<file path="src/rtl/lsu_req_sink.sv">
// LSU request sink: accepts one LSU request, serializes active threads into word requests,
// tracks outstanding loads and resolves fences. Optional perf counters: LSU_REQ_SINK_PERF_EN.
`ifndef UUID_BITS
`define UUID_BITS 44
`endif
`ifndef NW_BITS
`define NW_BITS 2
`endif
`ifndef NR_BITS
`define NR_BITS 5
`endif
`ifndef NUM_THREADS
`define NUM_THREADS 4
`endif
`ifndef INST_LSU_BITS
`define INST_LSU_BITS 4
`endif

module lsu_req_sink #(
    parameter int MAX_PENDING = 16,
    parameter int PERF_CTR_W  = 32,
    localparam int NT_BITS = (`NUM_THREADS > 1) ? $clog2(`NUM_THREADS) : 1,
    localparam int PC_W    = $clog2(MAX_PENDING) + 1,
    localparam int TAG_W   = `UUID_BITS + `NW_BITS + NT_BITS + `NR_BITS + 6
) (
    input  logic                          clk,
    input  logic                          reset,
    input  logic                          req_valid,
    input  logic [`UUID_BITS-1:0]         req_uuid,
    input  logic [`NW_BITS-1:0]           req_wid,
    input  logic [`NUM_THREADS-1:0]       req_tmask,
    input  logic [31:0]                   req_PC,
    input  logic [`INST_LSU_BITS-1:0]     req_op_type,
    input  logic                          req_is_fence,
    input  logic [`NUM_THREADS*32-1:0]    req_store_data,
    input  logic [`NUM_THREADS*32-1:0]    req_base_addr,
    input  logic [31:0]                   req_offset,
    input  logic [`NR_BITS-1:0]           req_rd,
    input  logic                          req_wb,
    input  logic                          req_is_prefetch,
    output logic                          req_ready,
    output logic                          mem_req_valid,
    input  logic                          mem_req_ready,
    output logic                          mem_req_rw,
    output logic                          mem_req_prefetch,
    output logic [29:0]                   mem_req_addr,
    output logic [3:0]                    mem_req_byteen,
    output logic [31:0]                   mem_req_data,
    output logic [TAG_W-1:0]              mem_req_tag,
    output logic                          mem_req_last,
    input  logic                          mem_rsp_done,
    output logic                          fence_done_valid,
    output logic [`NW_BITS-1:0]           fence_done_wid,
    output logic [PC_W-1:0]               pending_cnt,
    output logic                          misalign_err,
    output logic                          underflow_err,
    output logic [1:0]                    dbg_state
`ifdef LSU_REQ_SINK_PERF_EN
    ,
    output logic [PERF_CTR_W-1:0]         perf_loads,
    output logic [PERF_CTR_W-1:0]         perf_stores,
    output logic [PERF_CTR_W-1:0]         perf_stall_cycles
`endif
);
    // Handshakes: a transfer happens on a clock edge where valid && ready; the
    // source keeps valid and payload stable until then (req_* and mem_req_*).
    typedef enum logic [1:0] { IDLE = 2'd0, ISSUE = 2'd1, FENCE_WAIT = 2'd2 } state_t;

    state_t                           state_q, state_d;
    logic [`UUID_BITS-1:0]            uuid_q;
    logic [`NW_BITS-1:0]              wid_q;
    logic [`NR_BITS-1:0]              rd_q;
    logic                             wb_q, pf_q;
    logic [3:0]                       op_q;
    logic [`NUM_THREADS-1:0]          remaining_q, remaining_clr;
    logic [`NUM_THREADS-1:0][31:0]    store_data_q, ea_q, ea_in;
    logic [PC_W-1:0]                  pending_q;
    logic                             misalign_q, underflow_q;

    logic [NT_BITS-1:0]               tid;
    logic [31:0]                      ea_cur;
    logic                             in_issue, misaligned, load_hold, fire, accept, pend_inc;
    logic                             unused_sig;

    always_comb begin
        for (int i = 0; i < `NUM_THREADS; i++)
            ea_in[i] = req_base_addr[i*32 +: 32] + req_offset;
    end

    always_comb begin
        tid = '0;
        for (int i = `NUM_THREADS - 1; i >= 0; i--)
            if (remaining_q[i]) tid = NT_BITS'(i);
    end

    assign accept        = req_valid && (state_q == IDLE);
    assign in_issue      = (state_q == ISSUE);
    assign ea_cur        = ea_q[tid];
    assign misaligned    = ((op_q[1:0] == 2'd1) && ea_cur[0]) ||
                           ((op_q[1:0] == 2'd2) && (ea_cur[1:0] != 2'b00));
    // Only demand loads consume a pending slot, so only they wait for one.
    assign load_hold     = !op_q[3] && !pf_q && (pending_q == PC_W'(MAX_PENDING));
    assign remaining_clr = remaining_q & ~(`NUM_THREADS'(1) << tid);
    assign fire          = mem_req_valid && mem_req_ready;
    assign pend_inc      = fire && !op_q[3] && !pf_q;

    assign req_ready        = (state_q == IDLE);
    assign mem_req_valid    = in_issue && !misaligned && !load_hold;
    assign mem_req_rw       = in_issue && op_q[3];
    assign mem_req_prefetch = in_issue && pf_q;
    assign mem_req_addr     = in_issue ? ea_cur[31:2] : '0;
    assign mem_req_data     = in_issue ? (store_data_q[tid] << {ea_cur[1:0], 3'b000}) : '0;
    assign mem_req_tag      = in_issue ? {uuid_q, wid_q, tid, rd_q, wb_q & ~op_q[3],
                                          op_q[2:0], ea_cur[1:0]} : '0;
    assign mem_req_last     = in_issue && (remaining_clr == '0);
    assign fence_done_wid   = fence_done_valid ? wid_q : '0;
    assign pending_cnt      = pending_q;
    assign misalign_err     = misalign_q;
    assign underflow_err    = underflow_q;
    assign dbg_state        = state_q;

    always_comb begin
        mem_req_byteen = 4'h0;
        if (in_issue) begin
            case (op_q[1:0])
                2'd0:    mem_req_byteen = 4'b0001 << ea_cur[1:0];
                2'd1:    mem_req_byteen = 4'b0011 << ea_cur[1:0];
                default: mem_req_byteen = 4'hF;
            endcase
        end
    end

    always_comb begin
        state_d          = state_q;
        fence_done_valid = 1'b0;
        case (state_q)
            IDLE: begin
                if (req_valid) begin
                    if (req_is_fence)        state_d = FENCE_WAIT;
                    else if (req_tmask != 0) state_d = ISSUE;
                end
            end
            ISSUE: begin
                if ((fire || misaligned) && (remaining_clr == '0)) state_d = IDLE;
            end
            FENCE_WAIT: begin
                if (pending_q == '0) begin
                    fence_done_valid = 1'b1;
                    state_d          = IDLE;
                end
            end
            default: state_d = IDLE;
        endcase
    end

    always_ff @(posedge clk) begin
        if (reset) begin
            state_q      <= IDLE;
            uuid_q       <= '0;
            wid_q        <= '0;
            rd_q         <= '0;
            wb_q         <= 1'b0;
            pf_q         <= 1'b0;
            op_q         <= '0;
            remaining_q  <= '0;
            store_data_q <= '0;
            ea_q         <= '0;
            pending_q    <= '0;
            misalign_q   <= 1'b0;
            underflow_q  <= 1'b0;
        end else begin
            state_q <= state_d;
            if (accept) begin
                uuid_q       <= req_uuid;
                wid_q        <= req_wid;
                rd_q         <= req_rd;
                wb_q         <= req_wb;
                pf_q         <= req_is_prefetch;
                op_q         <= req_op_type[3:0];
                remaining_q  <= req_is_fence ? '0 : req_tmask;
                store_data_q <= req_store_data;
                ea_q         <= ea_in;
            end else if (in_issue && (fire || misaligned)) begin
                remaining_q <= remaining_clr;
            end
            if (in_issue && misaligned) misalign_q <= 1'b1;
            // Increment and retire in the same cycle cancel out.
            if (pend_inc && !mem_rsp_done) begin
                pending_q <= pending_q + 1'b1;
            end else if (!pend_inc && mem_rsp_done) begin
                if (pending_q == '0) underflow_q <= 1'b1;
                else                 pending_q   <= pending_q - 1'b1;
            end
        end
    end

`ifdef LSU_REQ_SINK_PERF_EN
    always_ff @(posedge clk) begin
        if (reset) begin
            perf_loads        <= '0;
            perf_stores       <= '0;
            perf_stall_cycles <= '0;
        end else begin
            if (fire && !op_q[3]) perf_loads  <= perf_loads + 1'b1;
            if (fire && op_q[3])  perf_stores <= perf_stores + 1'b1;
            if (in_issue && !fire && (mem_req_valid || (load_hold && !misaligned)))
                perf_stall_cycles <= perf_stall_cycles + 1'b1;
        end
    end
    assign unused_sig = ^req_PC;
`else
    assign unused_sig = ^{req_PC, 32'(PERF_CTR_W)};
`endif

endmodule

</file>
<file path="config.mk">
export PLATFORM = sky130hd
export DESIGN_NAME = lsu_req_sink
export DESIGN_NICKNAME = d
export VERILOG_FILES = /design/src/rtl/lsu_req_sink.sv
export SDC_FILE = /design/constraint.sdc
export NUM_CORES = 1
export LEC_CHECK = 0
export BUFFER_PORTS_ARGS = -buffer_cell sky130_fd_sc_hd__buf_2
export CAP_MARGIN = 30
export CORE_MARGIN = 2
export CORE_UTILIZATION = 50
export CTS_CLUSTER_DIAMETER = 200
export DETAILED_ROUTE_END_ITERATION = 6
export PLACE_DENSITY = 0.81
export SYNTH_ARGS = -nofsm -noshare
export SYNTH_HDL_FRONTEND = slang
export SYNTH_SLANG_ARGS = --single-unit
</file>
<file path="constraint.sdc">
create_clock -name clk -period 4.1 [get_ports clk]
set_input_delay 0.205 -clock clk [delete_from_list [all_inputs] [get_ports clk]]
set_output_delay 0.205 -clock clk [all_outputs]
set_load 0.03 [all_outputs]
</file>
==> impl_results.html, run 1 <==
<table>
<tr><th>Metric</th><th>Value</th></tr>
<tr><th colspan="2">Clock tree</th></tr>
<tr><td>Number of post-CTS setup repair buffers</td><td>0</td></tr>
<tr><td>Clock transition at the register clock pins on the worst setup and hold paths after CTS</td><td>60 ps</td></tr>
<tr><td>CTS buffer count</td><td>39</td></tr>
<tr><td>Clock root buffer</td><td>sky130_fd_sc_hd__clkbuf_16</td></tr>
<tr><td>Clock H-tree levels</td><td>2</td></tr>
<tr><td>Insertion delay to the later sink of the worst-skew pair</td><td>560 ps</td></tr>
<tr><td>Number of buffers on the longest clock path</td><td>3</td></tr>
<tr><td>Clock Sink Count</td><td>326</td></tr>
<tr><td>CTS tree</td><td>yes</td></tr>
<tr><th colspan="2">Synthesis</th></tr>
<tr><td>Number of nets produced by synthesis</td><td>3233</td></tr>
<tr><td>Syn avg cell area</td><td>7.342 um^2</td></tr>
<tr><td>Post-synthesis cell area</td><td>0.01991 mm^2</td></tr>
<tr><td>Share of the yosys chip area belonging to registers</td><td>32.78%</td></tr>
<tr><td>Post-synthesis async set-or-reset flop share</td><td>0%</td></tr>
<tr><td>Distinct cells, synth</td><td>81</td></tr>
<tr><td>Number of enable-type register cells in the synthesized netlist</td><td>0</td></tr>
<tr><td>Yosys warns</td><td>0</td></tr>
<tr><td>Post-synthesis sequential element count</td><td>326</td></tr>
<tr><td>Post-synthesis cell count</td><td>2712</td></tr>
<tr><td>Most used flip-flop cell after synthesis</td><td>sky130_fd_sc_hd__dfxtp_1</td></tr>
<tr><th colspan="2">Placed design</th></tr>
<tr><td>HPWL after detailed placement</td><td>53.94 mm</td></tr>
<tr><td># port buffers</td><td>496</td></tr>
<tr><td>Placement Cell Area</td><td>0.02278 mm^2</td></tr>
<tr><td>RePlAce Congestion</td><td>0.9734</td></tr>
<tr><td>Placed cell count</td><td>3601</td></tr>
<tr><th colspan="2">Route</th></tr>
<tr><td>First-pass DRT Iterations</td><td>7</td></tr>
<tr><td>Mean routed wirelength per cell</td><td>20.70 um</td></tr>
<tr><td>Via-per-instance ratio</td><td>6.108</td></tr>
<tr><td>Total number of vias</td><td>23630</td></tr>
<tr><td>ANT nets after route</td><td>0</td></tr>
<tr><td>Remaining routing DRC violations</td><td>4</td></tr>
<tr><td>Final wirelength</td><td>80.09 mm</td></tr>
<tr><td>Count of routing violations after the opening detailed-route iteration</td><td>2745</td></tr>
<tr><th colspan="2">Power and ir drop</th></tr>
<tr><td>Pleak</td><td>11.68 nW</td></tr>
<tr><td>Sw Ratio</td><td>35.53%</td></tr>
<tr><td>Internal Dissipation</td><td>6.901 mW</td></tr>
<tr><td>Relative contribution of the clock network to total power</td><td>33.2%</td></tr>
<tr><td>Fraction of power consumed by sequential logic</td><td>34.9%</td></tr>
<tr><td>Power density normalized to cell area</td><td>411.3 mW/mm^2</td></tr>
<tr><td>Proportion of power drawn by combinational gates</td><td>31.9%</td></tr>
<tr><td>VDD IR-drop max</td><td>0.0003288 V</td></tr>
<tr><td>Psw</td><td>3.803 mW</td></tr>
<tr><th colspan="2">Layout</th></tr>
<tr><td>Finished layout cell area</td><td>0.02603 mm^2</td></tr>
<tr><td>Synth-to-Final Area Change</td><td>30.70%</td></tr>
<tr><td>Commonest cells after routing, fill and taps aside</td><td>sky130_fd_sc_hd__nand2_1 (723), sky130_fd_sc_hd__buf_2 (495), sky130_fd_sc_hd__a21oi_1 (369)</td></tr>
<tr><td>Area of combinational cells with multiple inputs</td><td>0.01265 mm^2</td></tr>
<tr><td>Area of all sequential standard cells</td><td>0.006528 mm^2</td></tr>
<tr><td>Filler cells</td><td>3236</td></tr>
<tr><td>Layout cell share with drive strength beyond 1</td><td>19.12%</td></tr>
<tr><td>Final #Nets</td><td>3828</td></tr>
<tr><td>Most common cell after layout, fill and taps aside</td><td>sky130_fd_sc_hd__nand2_1</td></tr>
<tr><td>Layout Cells excl Fill</td><td>3869</td></tr>
<tr><th colspan="2">Hold path</th></tr>
<tr><td>Worst min-delay path category</td><td>primary input to flop</td></tr>
<tr><th colspan="2">Global routing</th></tr>
<tr><td>Initial antenna violation count</td><td>11</td></tr>
<tr><td>Global-route wire length before repair</td><td>120.9 mm</td></tr>
<tr><td>Gr usage total</td><td>36.94%</td></tr>
<tr><td>Total overflow reported by the global router</td><td>0</td></tr>
<tr><td>Vias in the first global route</td><td>22500</td></tr>
<tr><td>Maximum number of pins on one net before global-route repair</td><td>93</td></tr>
<tr><th colspan="2">Timing</th></tr>
<tr><td>Number of setup violations in the final report</td><td>0</td></tr>
<tr><td>Worst clock skew</td><td>32.14 ps</td></tr>
<tr><td>Achievable clock frequency</td><td>252.6 MHz</td></tr>
<tr><td>RSZ-0062 raised after global routing</td><td>no</td></tr>
<tr><td>Crit path time final</td><td>3958 ps</td></tr>
<tr><td>Setup TNS</td><td>0 ps</td></tr>
<tr><td>Transition time of the tightest slew-check pin</td><td>966.6 ps</td></tr>
<tr><td>Final period utilization</td><td>96.54%</td></tr>
<tr><td>Hold Fails Final Rpt</td><td>0</td></tr>
<tr><td>Headroom to the max-slew limit</td><td>35.32%</td></tr>
<tr><td>Slew Viols, Final</td><td>0</td></tr>
<tr><th colspan="2">Outcome</th></tr>
<tr><td>Failing checks</td><td>design-rule violations</td></tr>
<tr><td>Result of the run</td><td>finished, violations left</td></tr>
<tr><th colspan="2">Worst setup path</th></tr>
<tr><td>Worst reg2reg setup slack</td><td>490 ps</td></tr>
<tr><td>Peak fanout along the critical path</td><td>18</td></tr>
<tr><td>Worst Setup EP</td><td>mem_req_data[28]</td></tr>
<tr><td>Reg-to-reg critical path startpoint</td><td>remaining_q[3]</td></tr>
<tr><td>Number of cells on the worst reg-to-reg path</td><td>16</td></tr>
<tr><td>Worst endpoint required time</td><td>3890 ps</td></tr>
<tr><td>Crit. End Element</td><td>output pin</td></tr>
<tr><td>Startpoint-to-endpoint class of the critical path</td><td>flop to output pin</td></tr>
<tr><td>Critical path data arrival time</td><td>3750 ps</td></tr>
<tr><td>Critical path startpoint</td><td>remaining_q[3]</td></tr>
<tr><td>Reg2reg end</td><td>pending_cnt[4]</td></tr>
<tr><td>Critical Path Start Type</td><td>flop</td></tr>
<tr><th colspan="2">Run</th></tr>
<tr><td>Max Cap Viol</td><td>0</td></tr>
<tr><th colspan="2">Floorplanning</th></tr>
<tr><td>Core Rows</td><td>73</td></tr>
<tr><td>I/O pin count</td><td>529</td></tr>
<tr><td>Core ar.</td><td>0.03955 mm^2</td></tr>
<tr><td>Area of the die</td><td>0.04143 mm^2</td></tr>
<tr><td>Initial core utilization</td><td>50.35%</td></tr>
<tr><td>Horiz. Die Dim</td><td>203.6 um</td></tr>
<tr><td>Vert. Die Dim</td><td>203.6 um</td></tr>
</table>
-- synthesized netlist by cell type, types with 34 or more instances --
master / instances / area [um^2]
sky130_fd_sc_hd__a211oi_1: 36 / 270.3
sky130_fd_sc_hd__a21o_1: 63 / 473.0
sky130_fd_sc_hd__a21oi_1: 369 / 1847
sky130_fd_sc_hd__a22o_1: 35 / 306.5
sky130_fd_sc_hd__a31oi_1: 53 / 331.6
sky130_fd_sc_hd__and2_1: 64 / 400.4
sky130_fd_sc_hd__clkbuf_1: 152 / 570.6
sky130_fd_sc_hd__dfxtp_1: 326 / 6526
sky130_fd_sc_hd__ha_1: 129 / 1614
sky130_fd_sc_hd__inv_1: 43 / 161.4
sky130_fd_sc_hd__nand2_1: 724 / 2718
sky130_fd_sc_hd__nand3_1: 35 / 175.2
sky130_fd_sc_hd__nor2_1: 165 / 619.3
sky130_fd_sc_hd__o21ai_0: 75 / 375.4
sky130_fd_sc_hd__xnor2_1: 66 / 578.1
sky130_fd_sc_hd__xor2_1: 34 / 297.8
-- registers in the layout (all words and copies together) (netlist names) --
name and flops:
ea_q 128, store_data_q 128, uuid_q 44, pending_cnt 5, rd_q 5, op_q 4, remaining_q 4, dbg_state 2
wid_q 2, misalign_err 1, pf_q 1, underflow_err 1, wb_q 1
-- cells by family after synthesis --
logic type	after synthesis	synth area share, %
muxes	4	0.2011
and+or+nand+nor	1116	23.74
DFF	326	32.78
adders and majority gates	135	8.659
buffers and inverters	212	4.009
AOI/OAI and AO/OA	819	26.22
xor gates and xnor gates	100	4.399
-- layer usage --
| layer | up-vias | global-route usage (%) | wire length (um) |
|---|---|---|---|
| met5 | - | 0 | 77 |
| met4 | 12 | 22.13 | 5573 |
| met3 | 444 | 8.949 | 8360 |
| met2 | 1544 | 58.84 | 35590 |
| met1 | 10900 | 45.30 | 30490 |
| li1 | 10730 | - | - |
-- area by class of cell --
class	count	share of cell area (%)
Timing Repair Buffer	723	18.05
Antenna cell	7	0.06731
Multi-Input combinational cell	2174	48.60
Inverter	43	0.6202
Clock buffer	54	4.394
Clock inverter	17	0.6683
Tap cell	525	2.524
Sequential cell	326	25.08
-- power by group through the flow --
stage	logic [mW]	clock network (mW)	registers, mW
floorplan	2.14	0	3.77
global placement	3.08	0	3.77
detailed placement	3.13	0	3.79
CTS	3.30	3.56	3.72
global route	3.70	3.68	3.77
finish	3.42	3.55	3.74
-- metrics by stage --
stage	total power, mW	util (%)	worst slack (ps)	hold slack (ps)
3_5_place_dp	6.924	57.61	477.8	442.9
2_1_floorplan	5.910	-	938.5	304.0
3_3_place_gp	6.857	57.61	579.5	433.9
6_report	10.70	65.80	141.7	58.64
4_1_cts	10.58	65.75	292.5	30.01
5_1_grt	11.15	65.78	58.26	77.80
-- worst min-delay path by stage --
| stage | start | endpoint | cells after the start |
|---|---|---|---|
| 2_1_floorplan | req_tmask[2] | remaining_q[2] | 2 |
| 3_5_place_dp | ea_q[25] | ea_q[25] | 2 |
| 6_report | req_valid | dbg_state[0] | 3 |
| 3_3_place_gp | req_tmask[2] | remaining_q[2] | 3 |
| 4_1_cts | req_valid | dbg_state[0] | 3 |
| 5_1_grt | req_valid | dbg_state[0] | 3 |
-- timing repair --
item                                    in CTS  in global routing
hold buffers                               190                  0
endpoints found under the hold margin      190                  0
gates resized for setup                      0                  2
endpoints found under the setup margin       0                  3
-- critical path, cell delays in order, from the launching register on --
cell,delay [ps]
sky130_fd_sc_hd__dfxtp_1,490
sky130_fd_sc_hd__nor2b_1,290
sky130_fd_sc_hd__nor2_1,130
sky130_fd_sc_hd__nor2_4,440
sky130_fd_sc_hd__buf_4,320
sky130_fd_sc_hd__nand2_1,90
sky130_fd_sc_hd__a31oi_1,240
sky130_fd_sc_hd__nor2b_1,220
sky130_fd_sc_hd__a211oi_1,80
sky130_fd_sc_hd__a211oi_1,590
sky130_fd_sc_hd__buf_2,320
No activity file was read; power rests on OpenSTA's default activity.
==> run 2, diff against run 1 <==
--- a/config.mk
+++ b/config.mk
@@ -7,11 +7,12 @@
 export LEC_CHECK = 0
 export BUFFER_PORTS_ARGS = -buffer_cell sky130_fd_sc_hd__buf_2
 export CAP_MARGIN = 30
-export CORE_MARGIN = 2
-export CORE_UTILIZATION = 50
+export CORE_AREA = 2 2 207 209
 export CTS_CLUSTER_DIAMETER = 200
 export DETAILED_ROUTE_END_ITERATION = 6
-export PLACE_DENSITY = 0.81
+export DIE_AREA = 0 0 209 211
+export PLACE_DENSITY = 0.78
+export SETUP_SLACK_MARGIN = 0.3
 export SYNTH_ARGS = -nofsm -noshare
 export SYNTH_HDL_FRONTEND = slang
 export SYNTH_SLANG_ARGS = --single-unit
==> run 2 against run 1 <==
Compared with the run above: critical path type unchanged; combinational power about the same; design area shrank 0.47%; clock-buffer cell count is 4 lower; global-route usage fell by 2.9 points; die area grew 6.4%; the flow still finishes with violations (design-rule violations); highest routed layer is now met4; clock power down 5.9%.
==> impl_results.html, run 2 (synthesized netlist as in run 1, its figures left out) <==
<table>
<tr><th>Metric</th><th>Value</th></tr>
<tr><th colspan="2">Outcome</th></tr>
<tr><td>Result of the run</td><td>finished, violations left</td></tr>
<tr><td>Failing checks</td><td>design-rule violations</td></tr>
<tr><th colspan="2">Route</th></tr>
<tr><td>First-pass DRT Iterations</td><td>7 (unchanged)</td></tr>
<tr><td>Count of routing violations after the opening detailed-route iteration</td><td>3039 (+11%)</td></tr>
<tr><td>ANT nets after route</td><td>0 (unchanged)</td></tr>
<tr><td>DR WL met3</td><td>7.680 mm (-8.1%)</td></tr>
<tr><td>Mean routed wirelength per cell</td><td>20.49 um (-1.0%)</td></tr>
<tr><td>Remaining routing DRC violations</td><td>8 (+4)</td></tr>
<tr><td>Via-per-instance ratio</td><td>6.036 (-1.2%)</td></tr>
<tr><td>Total number of vias</td><td>23320 (-1.3%)</td></tr>
<tr><td>Routed length on met1</td><td>31.07 mm (+1.9%)</td></tr>
<tr><td>Final wirelength</td><td>79.13 mm (-1.2%)</td></tr>
<tr><td>Amount of wire on met2 after detailed routing</td><td>35.55 mm (-0.12%)</td></tr>
<tr><td>Highest routed metal layer</td><td>met4</td></tr>
<tr><th colspan="2">Run</th></tr>
<tr><td>Max Cap Viol</td><td>0 (unchanged)</td></tr>
<tr><th colspan="2">Worst setup path</th></tr>
<tr><td>Critical path data arrival time</td><td>3470 ps (-280 ps)</td></tr>
<tr><td>Crit-path max cell delay</td><td>500 ps (-90 ps)</td></tr>
<tr><td>Peak fanout along the critical path</td><td>12 (-6)</td></tr>
<tr><td>Cell family with most CP delay</td><td>simple AND/OR/NAND/NOR gates</td></tr>
<tr><td>Critical Path Start Type</td><td>flop</td></tr>
<tr><td>Crit. End Element</td><td>output pin</td></tr>
<tr><td>Count of buffer and inverter cells on the critical path</td><td>2 (unchanged)</td></tr>
<tr><td>Worst-path cell chain</td><td>nor2b_1, nor2_2, nor2_4, buf_4, nand2_1, a31oi_1, nor2b_1, a211oi_1, a211oi_1, buf_2</td></tr>
<tr><td>Cell at the slowest stage of the critical path</td><td>sky130_fd_sc_hd__dfxtp_1</td></tr>
<tr><td>Worst endpoint required time</td><td>3890 ps (about the same)</td></tr>
<tr><td>Startpoint-to-endpoint class of the critical path</td><td>flop to output pin</td></tr>
<tr><th colspan="2">Floorplanning</th></tr>
<tr><td>Area of the die</td><td>0.04410 mm^2 (+6.4%)</td></tr>
<tr><td>Horiz. Die Dim</td><td>209 um (+2.7%)</td></tr>
<tr><td>Initial core utilization</td><td>47.68% (-2.7 points)</td></tr>
<tr><td>Core ar.</td><td>0.04176 mm^2 (+5.6%)</td></tr>
<tr><td>I/O pin count</td><td>529 (unchanged)</td></tr>
<tr><td>Core Rows</td><td>75 (+2.7%)</td></tr>
<tr><td>Vert. Die Dim</td><td>211 um (+3.7%)</td></tr>
<tr><th colspan="2">Layout</th></tr>
<tr><td>End-of-flow core utilization</td><td>62.03% (-3.8 points)</td></tr>
<tr><td>Final #Nets</td><td>3818 (-0.26%)</td></tr>
<tr><td>Layout cell share with drive strength beyond 1</td><td>18.83% (-0.29 points)</td></tr>
<tr><td>Most common cell after layout, fill and taps aside</td><td>sky130_fd_sc_hd__nand2_1</td></tr>
<tr><td>Commonest cells after routing, fill and taps aside</td><td>sky130_fd_sc_hd__nand2_1 (722), sky130_fd_sc_hd__buf_2 (495), sky130_fd_sc_hd__a21oi_1 (369)</td></tr>
<tr><td>Synth-to-Final Area Change</td><td>30.09%</td></tr>
<tr><td>Largest registers in the final layout</td><td>ea_q (128), store_data_q (128), uuid_q (44)</td></tr>
<tr><th colspan="2">Global routing</th></tr>
<tr><td>Total overflow reported by the global router</td><td>0 (unchanged)</td></tr>
<tr><td>Initial antenna violation count</td><td>2 (-9)</td></tr>
<tr><td>Global-route wire length before repair</td><td>119.8 mm (-0.95%)</td></tr>
<tr><td>Vias in the first global route</td><td>22230 (-1.2%)</td></tr>
<tr><td>Gr usage total</td><td>34.09% (-2.9 points)</td></tr>
<tr><td>Maximum number of pins on one net before global-route repair</td><td>155 (+67%)</td></tr>
<tr><th colspan="2">Clock tree</th></tr>
<tr><td>Number of buffers on the longest clock path</td><td>3 (unchanged)</td></tr>
<tr><td>Clock H-tree levels</td><td>2 (unchanged)</td></tr>
<tr><td>Clock Sink Count</td><td>326 (unchanged)</td></tr>
<tr><td>Insertion delay to the later sink of the worst-skew pair</td><td>570 ps (about the same)</td></tr>
<tr><td>Clock root buffer</td><td>sky130_fd_sc_hd__clkbuf_16</td></tr>
<tr><td>Number of post-CTS setup repair buffers</td><td>0 (unchanged)</td></tr>
<tr><td>CTS buffer count</td><td>37 (-5.1%)</td></tr>
<tr><td>Clock transition at the register clock pins on the worst setup and hold paths after CTS</td><td>60 ps (about the same)</td></tr>
<tr><td>CTS tree</td><td>yes</td></tr>
<tr><th colspan="2">Timing</th></tr>
<tr><td>Worst clock skew</td><td>26.94 ps (-5.203 ps)</td></tr>
<tr><td>Transition time of the tightest slew-check pin</td><td>870.1 ps (-96.44 ps)</td></tr>
<tr><td>Slew Viols, Final</td><td>0 (unchanged)</td></tr>
<tr><td>Number of setup violations in the final report</td><td>0 (unchanged)</td></tr>
<tr><td>Achievable clock frequency</td><td>272.3 MHz (+7.8%)</td></tr>
<tr><td>Crit path time final</td><td>3673 ps (-285.5 ps)</td></tr>
<tr><td>Worst Setup Slack, final</td><td>427.2 ps (+285.5 ps)</td></tr>
<tr><td>Setup TNS</td><td>0 ps (unchanged)</td></tr>
<tr><td>Headroom to the max-slew limit</td><td>41.99% (+6.7 points)</td></tr>
<tr><td>Final period utilization</td><td>89.58% (-7.0 points)</td></tr>
<tr><td>RSZ-0062 raised after global routing</td><td>yes</td></tr>
<tr><td>Hold Fails Final Rpt</td><td>0 (unchanged)</td></tr>
<tr><th colspan="2">Power and ir drop</th></tr>
<tr><td>Total design power</td><td>10.47 mW (-2.2%)</td></tr>
<tr><td>Pleak</td><td>11.59 nW (-0.72%)</td></tr>
<tr><td>VDD IR-drop max</td><td>0.0003596 V (+9.4%)</td></tr>
<tr><td>Power density normalized to cell area</td><td>404.3 mW/mm^2 (-1.7%)</td></tr>
<tr><th colspan="2">Placed design</th></tr>
<tr><td># port buffers</td><td>496 (unchanged)</td></tr>
<tr><td>RePlAce Congestion</td><td>0.9780 (+0.47%)</td></tr>
<tr><td>Pre-CTS setup slack</td><td>514.8 ps (+36.94 ps)</td></tr>
<tr><td>HPWL after detailed placement</td><td>53.93 mm (about the same)</td></tr>
<tr><th colspan="2">Hold path</th></tr>
<tr><td>Worst min-delay path category</td><td>primary input to flop</td></tr>
</table>
## run 2: changes by cell type in the layout (fill, tap and decap cells not counted), moves of 3 or more
| cell | previous run | this run |
|---|---|---|
| sky130_fd_sc_hd__nor2_2 | 1 | 4 |
| sky130_fd_sc_hd__diode_2 | 7 | 4 |
| sky130_fd_sc_hd__clkbuf_8 | 9 | 6 |
| sky130_fd_sc_hd__buf_4 | 35 | 23 |
## run 2: final timing paths
path / from / endpoint / slack [ps] / cells past startpoint
worst max-delay path: remaining_q[3] / mem_req_data[25] / 430 / 10
worst min-delay path: req_valid / dbg_state[0] / 40 / 3
worst max register to register: remaining_q[3] / pending_cnt[4] / 610 / 16
worst min register to register: uuid_q[34] / uuid_q[34] / 450 / 2
## run 2: power breakdown
part	internal, mW	leakage [nW]	switching (mW)
clock	1.94	0.579	1.40
sequential	3.51	2.68	0.222
combinational	1.29	8.33	2.11
## run 2: repair_timing
item	CTS	global route
endpoints found under the setup margin	0	13
gates resized for setup	0	5
endpoints found under the hold margin	190	0
hold buffers	190	0
## run 2: stage by stage
step	std cells	hold WS, ps	cell area (um^2)
after global placement	3605	425.9	22750
final	3863	44.04	25900
after CTS	3858	23.27	25870
after floorplan	2712	304.0	19910
after global routing	3861	43.56	25900
after detailed placement	3606	441.9	22780
## run 2: worst min-delay path, stage by stage
cell and delay, ps:
sky130_fd_sc_hd__buf_2 130, sky130_fd_sc_hd__a31oi_1 120, sky130_fd_sc_hd__a2111oi_0 70
## run 2: area by class of cell
type,count,area [um^2]
timing repair buffer,714,4674
sequential,326,6528
clock buffer,50,1056
inverter,43,161.4
clock inverter,12,136.4
tap,539,674.4
antenna,4,10.01
multi-input combinational,2175,12660
fill,3514,15860
## run 2: per-layer routing
| metal | vias to the layer above | track usage (%) |
|---|---|---|
| li1 | 10710 | - |
| met1 | 10810 | 42.67 |
| met2 | 1460 | 54.93 |
| met3 | 340 | 6.586 |
| met4 | 0 | 19.83 |
| met5 | - | 0 |
